File: src/rtl/imem_fetch_responder.sv
// Instruction fetch responder: direct-mapped, one-word-per-line I-cache in front of a
// req/ack memory bus. Misses stall the PC until the refill lands.
module imem_fetch_responder #(
    parameter int LINES = 16,
    localparam int INDEX_W = $clog2(LINES),
    localparam int TAG_W = 29 - INDEX_W
) (
    input  logic        clk,
    input  logic        reset,
    input  logic [31:0] ia,
    input  logic        flush,
    output logic [31:0] id,
    output logic        stall,
    output logic        mem_req,
    output logic [31:0] mem_addr,
    input  logic        mem_ack,
    input  logic [31:0] mem_rdata
);

    typedef enum logic {IDLE = 1'b0, REQ = 1'b1} state_t;

    state_t state_q, state_d;

    logic [LINES-1:0]   valid;
    logic [TAG_W-1:0]   tag_mem  [LINES];
    logic [31:0]        data_mem [LINES];

    logic [INDEX_W-1:0] index;
    logic [TAG_W-1:0]   tag;
    logic [INDEX_W-1:0] fill_index;
    logic [TAG_W-1:0]   fill_tag;
    logic               hit;
    logic               start_req;
    logic               fill_done;
    logic               unused_ia_bits;

    // ia[31] is left out of the tag so supervisor/user aliases share a line.
    assign index          = ia[INDEX_W+1:2];
    assign tag            = ia[30:INDEX_W+2];
    assign unused_ia_bits = ^{ia[31], ia[1:0]};

    // The refill always targets the address latched when the request was issued.
    assign fill_index = mem_addr[INDEX_W+1:2];
    assign fill_tag   = mem_addr[30:INDEX_W+2];

    assign hit       = valid[index] && (tag_mem[index] == tag);
    assign start_req = (state_q == IDLE) && !hit && !flush;
    assign fill_done = (state_q == REQ) && mem_ack;

    assign id    = (!reset && hit && state_q == IDLE) ? data_mem[index] : 32'h0;
    assign stall = reset ? 1'b0 : !(hit && state_q == IDLE);

    always_ff @(posedge clk or posedge reset) begin
        if (reset) state_q <= IDLE;
        else       state_q <= state_d;
    end

    always_comb begin
        state_d = state_q;
        case (state_q)
            IDLE:    if (start_req) state_d = REQ;
            REQ:     if (mem_ack)   state_d = IDLE;
            default: state_d = IDLE;
        endcase
    end

    always_ff @(posedge clk or posedge reset) begin
        if (reset) begin
            mem_req  <= 1'b0;
            mem_addr <= 32'h0;
        end else if (start_req) begin
            mem_req  <= 1'b1;
            mem_addr <= {1'b0, ia[30:2], 2'b00};
        end else if (fill_done) begin
            mem_req  <= 1'b0;
        end
    end

    // A flush wins over a same-cycle fill, so the returning word is dropped.
    always_ff @(posedge clk or posedge reset) begin
        if (reset)          valid             <= '0;
        else if (flush)     valid             <= '0;
        else if (fill_done) valid[fill_index] <= 1'b1;
    end

    always_ff @(posedge clk) begin
        if (fill_done && !flush) begin
            tag_mem[fill_index]  <= fill_tag;
            data_mem[fill_index] <= mem_rdata;
        end
    end

endmodule

File: config.mk
export PLATFORM = sky130hd
export DESIGN_NAME = imem_fetch_responder
export DESIGN_NICKNAME = d
export VERILOG_FILES = /design/src/rtl/imem_fetch_responder.sv
export SDC_FILE = /design/constraint.sdc
export NUM_CORES = 1
export LEC_CHECK = 0
export BUFFER_PORTS_ARGS = -buffer_cell sky130_fd_sc_hd__buf_2
export CAP_MARGIN = 10
export CORE_ASPECT_RATIO = 1.1
export CORE_MARGIN = 2
export CORE_UTILIZATION = 49
export DETAILED_ROUTE_END_ITERATION = 16
export GPL_ROUTABILITY_DRIVEN = 0
export MAX_ROUTING_LAYER = met4
export PLACE_DENSITY = 0.65
export SLEW_MARGIN = 40
export SYNTH_ARGS = -nofsm -noshare
export SYNTH_HDL_FRONTEND = slang
export SYNTH_SLANG_ARGS = --single-unit
File: constraint.sdc
create_clock -name clk -period 5.6 [get_ports clk]
set_input_delay 1.12 -clock clk [delete_from_list [all_inputs] [get_ports clk]]
set_output_delay 1.12 -clock clk [all_outputs]
set_load 0.03 [all_outputs]
Yosys cells after proc, flatten, opt, wreduce, memory -nomap -nowiden
Memories as Yosys holds them, arrays and structs flattened.
Cells that the tools add are included.
{"block": "word_totals", "regBits": 47, "mem_bits_rw": 912, "input_bits": 68, "output_inout_bits": 66, "word_cells": 42, "memories": 2}
{"block": "op_classes", "n_lt_le_gt_ge": 3, "n_eq_ne": 1, "mux": 15, "bitwise_logic": 2, "reduce_logical": 15}
{"memory": "data_mem", "depth": 16, "width": 32, "rd": 1, "rd_clocked_by_memory_dff": 0, "wr": 1, "line_no": "26", "text": "logic [31:0] data_mem [LINES];"}
{"memory": "tag_mem", "depth": 16, "width": 25, "rd": 1, "rd_clocked_by_memory_dff": 0, "wr": 1, "line_no": "25", "text": "logic [TAG_W-1:0] tag_mem [LINES];"}
{"cell": "$mux W16", "count": 2}
{"cell": "$mux W32", "count": 1}
{"cell": "$eq A25 B25 Y1", "count": 1}
{"cell": "$or A16 B16 Y16", "count": 1}
{"cell": "$lt A4 B5 Y1 const B", "count": 2}
{"cell": "$logic_and A1 B1 Y1", "count": 9}
{"cell": "$mux W1", "count": 9}
{"cell": "$bmux W1 S4", "count": 1}
{"cell": "$demux W1 S4", "count": 1}
{"cell": "$ge A4 B1 Y1 const B", "count": 1}
{"cell": "$logic_not A1 Y1", "count": 4}
{"cell": "$reduce_bool A2 Y1", "count": 2}
{"cell": "$pmux W1 S2", "count": 1}
{"cell": "$not A1 Y1", "count": 1}

Depth between registers and ports, before layout
{"block": "logic_depth", "word_depth": 8, "depth_mapped": 13, "ltp_nobuf": 8}

Worst setup path after synthesis
Ideal clock, no wire load.
{"block": "synth_path", "path_type": "input -> output", "from": "in ia[4]", "to": "out id[0]", "arrival_ns": 3.816, "required_time_ns": 4.480, "slack_ns": 0.664, "path_stages": 11, "n_path_buf": 3, "path_cell_list": "buf_6 -> buf_12 -> buf_6 -> mux4_2 -> nor2_1 -> nor3_1 -> o41ai_2 -> nand3_1 -> nor4b_2 -> nand4b_1 -> nor3b_1"}
{"block": "synth_via", "elab_chain_cells": 6, "word_cells_on_any_way": 9, "classes_between": "1 x eq/ne; 3 x mux; 3 x reduce/logical; 2 x memory"}
{"item": "from (decl)", "line_no": "10", "text": "input logic [31:0] ia,"}
{"item": "$mem_v2 Z16 W25 or $bmux W1 S4 (tied branches)"}
{"item": "$eq A25 B25 Y1 or $mux W1 (tied branches)", "line_no": "46", "text": "assign hit = valid[index] && (tag_mem[index] == tag);"}
{"item": "$logic_and A1 B1 Y1", "line_no": "46"}
{"item": "$logic_and A1 B1 Y1 (2 in a row)", "line_no": "50", "text": "assign id = (!reset && hit && state_q == IDLE) ? data_mem[index] : 32'h0;"}
{"item": "$mux W32 *", "line_no": "50"}
{"item": "to (decl)", "line_no": "12", "text": "output logic [31:0] id,"}
Every way passes the cells marked *; elsewhere a longest branch is shown, timed or not. The select of a mux whose other input is x is not followed.

Final worst setup path
{"block": "layout_path", "from": "in ia[3]", "to": "out id[25]"}
The elaborated chain is that of the path after synthesis.

==> impl_metrics.json <==
{
  "status": "complete, no violations",
  "arrival_ps": 4340,
  "via_per_inst": 5.96,
  "synth_area_um2": 37700,
  "grt_pass1_wl_um": 126000,
  "hp-class": "register to register",
  "grt_usage_pct": 23.0,
  "fillers": 5565,
  "ys_ff_latch": 959,
  "grt_pass1_vias": 18536,
  "area_delta_synth_final_pct": 14.6,
  "ioPinCount": 134,
  "fin_util_pct": 56.8,
  "clk_pin_slew_ps": 60,
  "skew_ps": 28.5,
  "ys_top_cells_by_area": "edfxtp_1, mux4_2, dfrtp_1",
  "core_um2": 76000,
  "synth_edf_count": 912,
  "path_max_fanout": 20,
  "p_leak_nw": 14.1,
  "endpoint_kind": "output pin",
  "ys_seq_area_share_pct": 75.8,
  "cts.htree.levels": 3,
  "grt_overflow": 0,
  "io_buffers": 127,
  "max-slew-margin-rel_pct": 44.1,
  "rrSetupSlack_ps": 1990,
  "cts-root-buf": "clkbuf_16",
  "synth.most_common_cell": "edfxtp_1",
  "clock.fmax_mhz": 183,
  "die_x_um": 268,
  "slew_viol_final": 0,
  "drt-total-wl_um": 85900,
  "post-route-period-util_pct": 97.6,
  "rsz0062_at_grt": "no",
  "peakVddDrop_v": 0.000249,
  "drt_drc_violations_left": 0,
  "grt_max_degree": 73,
  "worst_pin_slew_ps": 839,
  "max_stage_delay_ps": 410,
  "ctsLongestPathBuffers": 3,
  "die_height_um": 295,
  "drive_above_1_share_pct": 34.3,
  "cts_tree": "yes",
  "die_area_um2": 79100,
  "wire_per_inst_um": 28.6,
  "stdcell_area_um2": 43200,
  "cts_inserted_buffers": 96,
  "stdcell_count": 3002,
  "netlist_top_cells_count": "edfxtp_1, mux4_2, mux2i_1, dfrtp_1, clkbuf_1",
  "firstDrtPassIters": 5,
  "synth_top_area_share_pct": 72.7,
  "rows": 106,
  "maxCapViolations": 0,
  "clock-sinks": 959,
  "drtIter0Drc": 1840,
  "crit_path_cell_trace": "buf_6 -> buf_4 -> mux4_2 -> mux2i_1 -> mux2i_1 -> xnor2_1 -> o2111ai_1 -> nor4_4 -> nand4b_1 -> buf_4 -> buf_12 -> nor3b_2 -> buf_2",
  "synth_top_cell_by_area": "edfxtp_1",
  "dp.cells": 2816,
  "dp_hpwl_um": 45500,
  "start_util_pct": 49.6,
  "cellPowerDensity_nw_per_um2": 363,
  "slowest_stage": "nor4_4",
  "ys.flop_type": "edfxtp_1",
  "ys_types": 70,
  "yosysWarnings": 0,
  "antenna_found_initial": 7,
  "ant_nets": 0,
  "finalHoldViolations": 0,
  "period_minus_slack_ps": 5460,
  "finalSetupViolCount": 0,
  "clk_latency_ps": 660,
  "async_reset_ff_share_pct": 4.90,
  "worst_setup_path_start_kind": "input port",
  "required_ps": 4480,
  "num_vias": 17888,
  "synth.avg_cell_area_um2": 22.6,
  "fin_nets": 1956,
  "placed_cell_area_um2": 40000,
  "crit_type": "input port to output pin",
  "synthCells": 1668
}
==> flip-flops by register name, indices dropped and copies added (netlist names) <==
name,count
mem_addr,29
state_q,1
mem_req,1
tag_mem,400
data_mem,512
valid,16
==> worst paths after layout <==
path | start | depth (start not counted) | endpoint
worst max-delay path | ia[3] | 13 | id[25]
worst min-delay path | mem_req$_DFFE_PP0P_ | 1 | mem_req$_DFFE_PP0P_
worst max register to register | valid[7]$_DFFE_PP0P_ | 10 | mem_addr[14]$_DFFE_PP0P_
worst min register to register | mem_req$_DFFE_PP0P_ | 1 | mem_req$_DFFE_PP0P_
max in group asynchronous | reset | 3 | mem_addr[24]$_DFFE_PP0P_
min in group asynchronous | reset | 3 | mem_addr[17]$_DFFE_PP0P_
==> layout make-up <==
cell class	count	area (um2)	area share, %
clock buffers	118	2490	5.78
repair buffers	212	1530	3.55
diodes	8	20.0	0.0464
well taps	1026	1280	2.97
multi-input cells	595	8600	19.9
flip-flops and latches	959	28600	66.2
clock inverters	60	566	1.31
inverters	24	90.1	0.209
==> report_power, final <==
part	leakage (nW)	total, W	internal (W)	switching, W
sequential	8.79	0.00839	0.00816	0.000229
combinational	3.87	0.00104	0.000427	0.000614
clock	1.48	0.00622	0.00352	0.00269
total	14.1	0.0156	0.0121	0.00354
==> timing repair <==
item,in CTS,in global routing
setup endpoints to repair,32,32
resized for setup,2,5
hold buffers,0,0
buffers inserted,0,0
==> cell families (layout without fill, tap and decap cells) <==
kind of cell / after synthesis / count (layout) / synth area share [%]
flip-flops: 959 / 959 / 75.8
multiplexers: 351 / 351 / 17.5
AND/OR/NAND/NOR: 120 / 120 / 2.34
buffers and inverters: 116 / 414 / 1.71
AO/OA/AOI/OAI: 96 / 96 / 2.05
XOR/XNOR: 25 / 25 / 0.581
other: 1 / 11 / 0.00996
==> routing by layer <==
| metal | vias to the layer above | share of wire [%] | GRT usage (%) |
|---|---|---|---|
| li1 | 7479 | - | - |
| met1 | 9621 | 42 | 31.0 |
| met2 | 661 | 50 | 36.4 |
| met3 | 127 | 6.6 | 4.05 |
| met4 | 0 | 2.3 | 6.37 |
| met5 | - | 0 | - |
==> cell usage in the layout (no fill, tap or decap), types with 5 or more instances in the layout <==
cell type | netlist | final
inv_1 | 23 | 22
mux2_2 | 5 | 5
nor3b_2 | 30 | 30
edfxtp_1 | 912 | 912
xnor2_1 | 19 | 19
mux2i_1 | 83 | 83
clkinvlp_4 | 0 | 7
nor2_1 | 27 | 11
bufinv_16 | 0 | 7
a21oi_1 | 6 | 6
nor2b_1 | 6 | 6
buf_2 | 30 | 123
diode_2 | 0 | 8
xor2_1 | 6 | 6
a22oi_1 | 24 | 24
mux2_4 | 28 | 28
nand3_1 | 7 | 7
clkinv_2 | 0 | 16
a221oi_1 | 6 | 5
mux4_2 | 233 | 233
a22o_1 | 8 | 8
buf_6 | 14 | 7
o22ai_1 | 18 | 18
buf_12 | 1 | 17
dfrtp_1 | 47 | 47
clkbuf_16 | 0 | 96
clkinv_1 | 0 | 21
nor2_4 | 1 | 17
nand2_1 | 16 | 16
clkbuf_1 | 35 | 21
buf_4 | 10 | 64
nand2b_1 | 7 | 7
==> critical path, delay by kind of cell <==
family	cells	cell delay, ps
AOI/OAI and AO/OA	1	320
and+or+nand+nor	3	770
buffers and inverters	5	1150
muxes	3	610
xor gates and xnor gates	1	320
==> metrics by stage <==
step	setup TNS, ps	hold slack (ps)	total power, W	setup WS (ps)
6_report	0	479	0.0156	136
5_1_grt	0	515	0.0161	5.72
4_1_cts	0	483	0.0158	3.91
3_5_place_dp	-318	469	0.00959	-80.4
3_3_place_gp	-73.4	459	0.00955	-44.3
2_1_floorplan	0	501	0.00914	664
No activity file was read; power rests on OpenSTA's default activity.
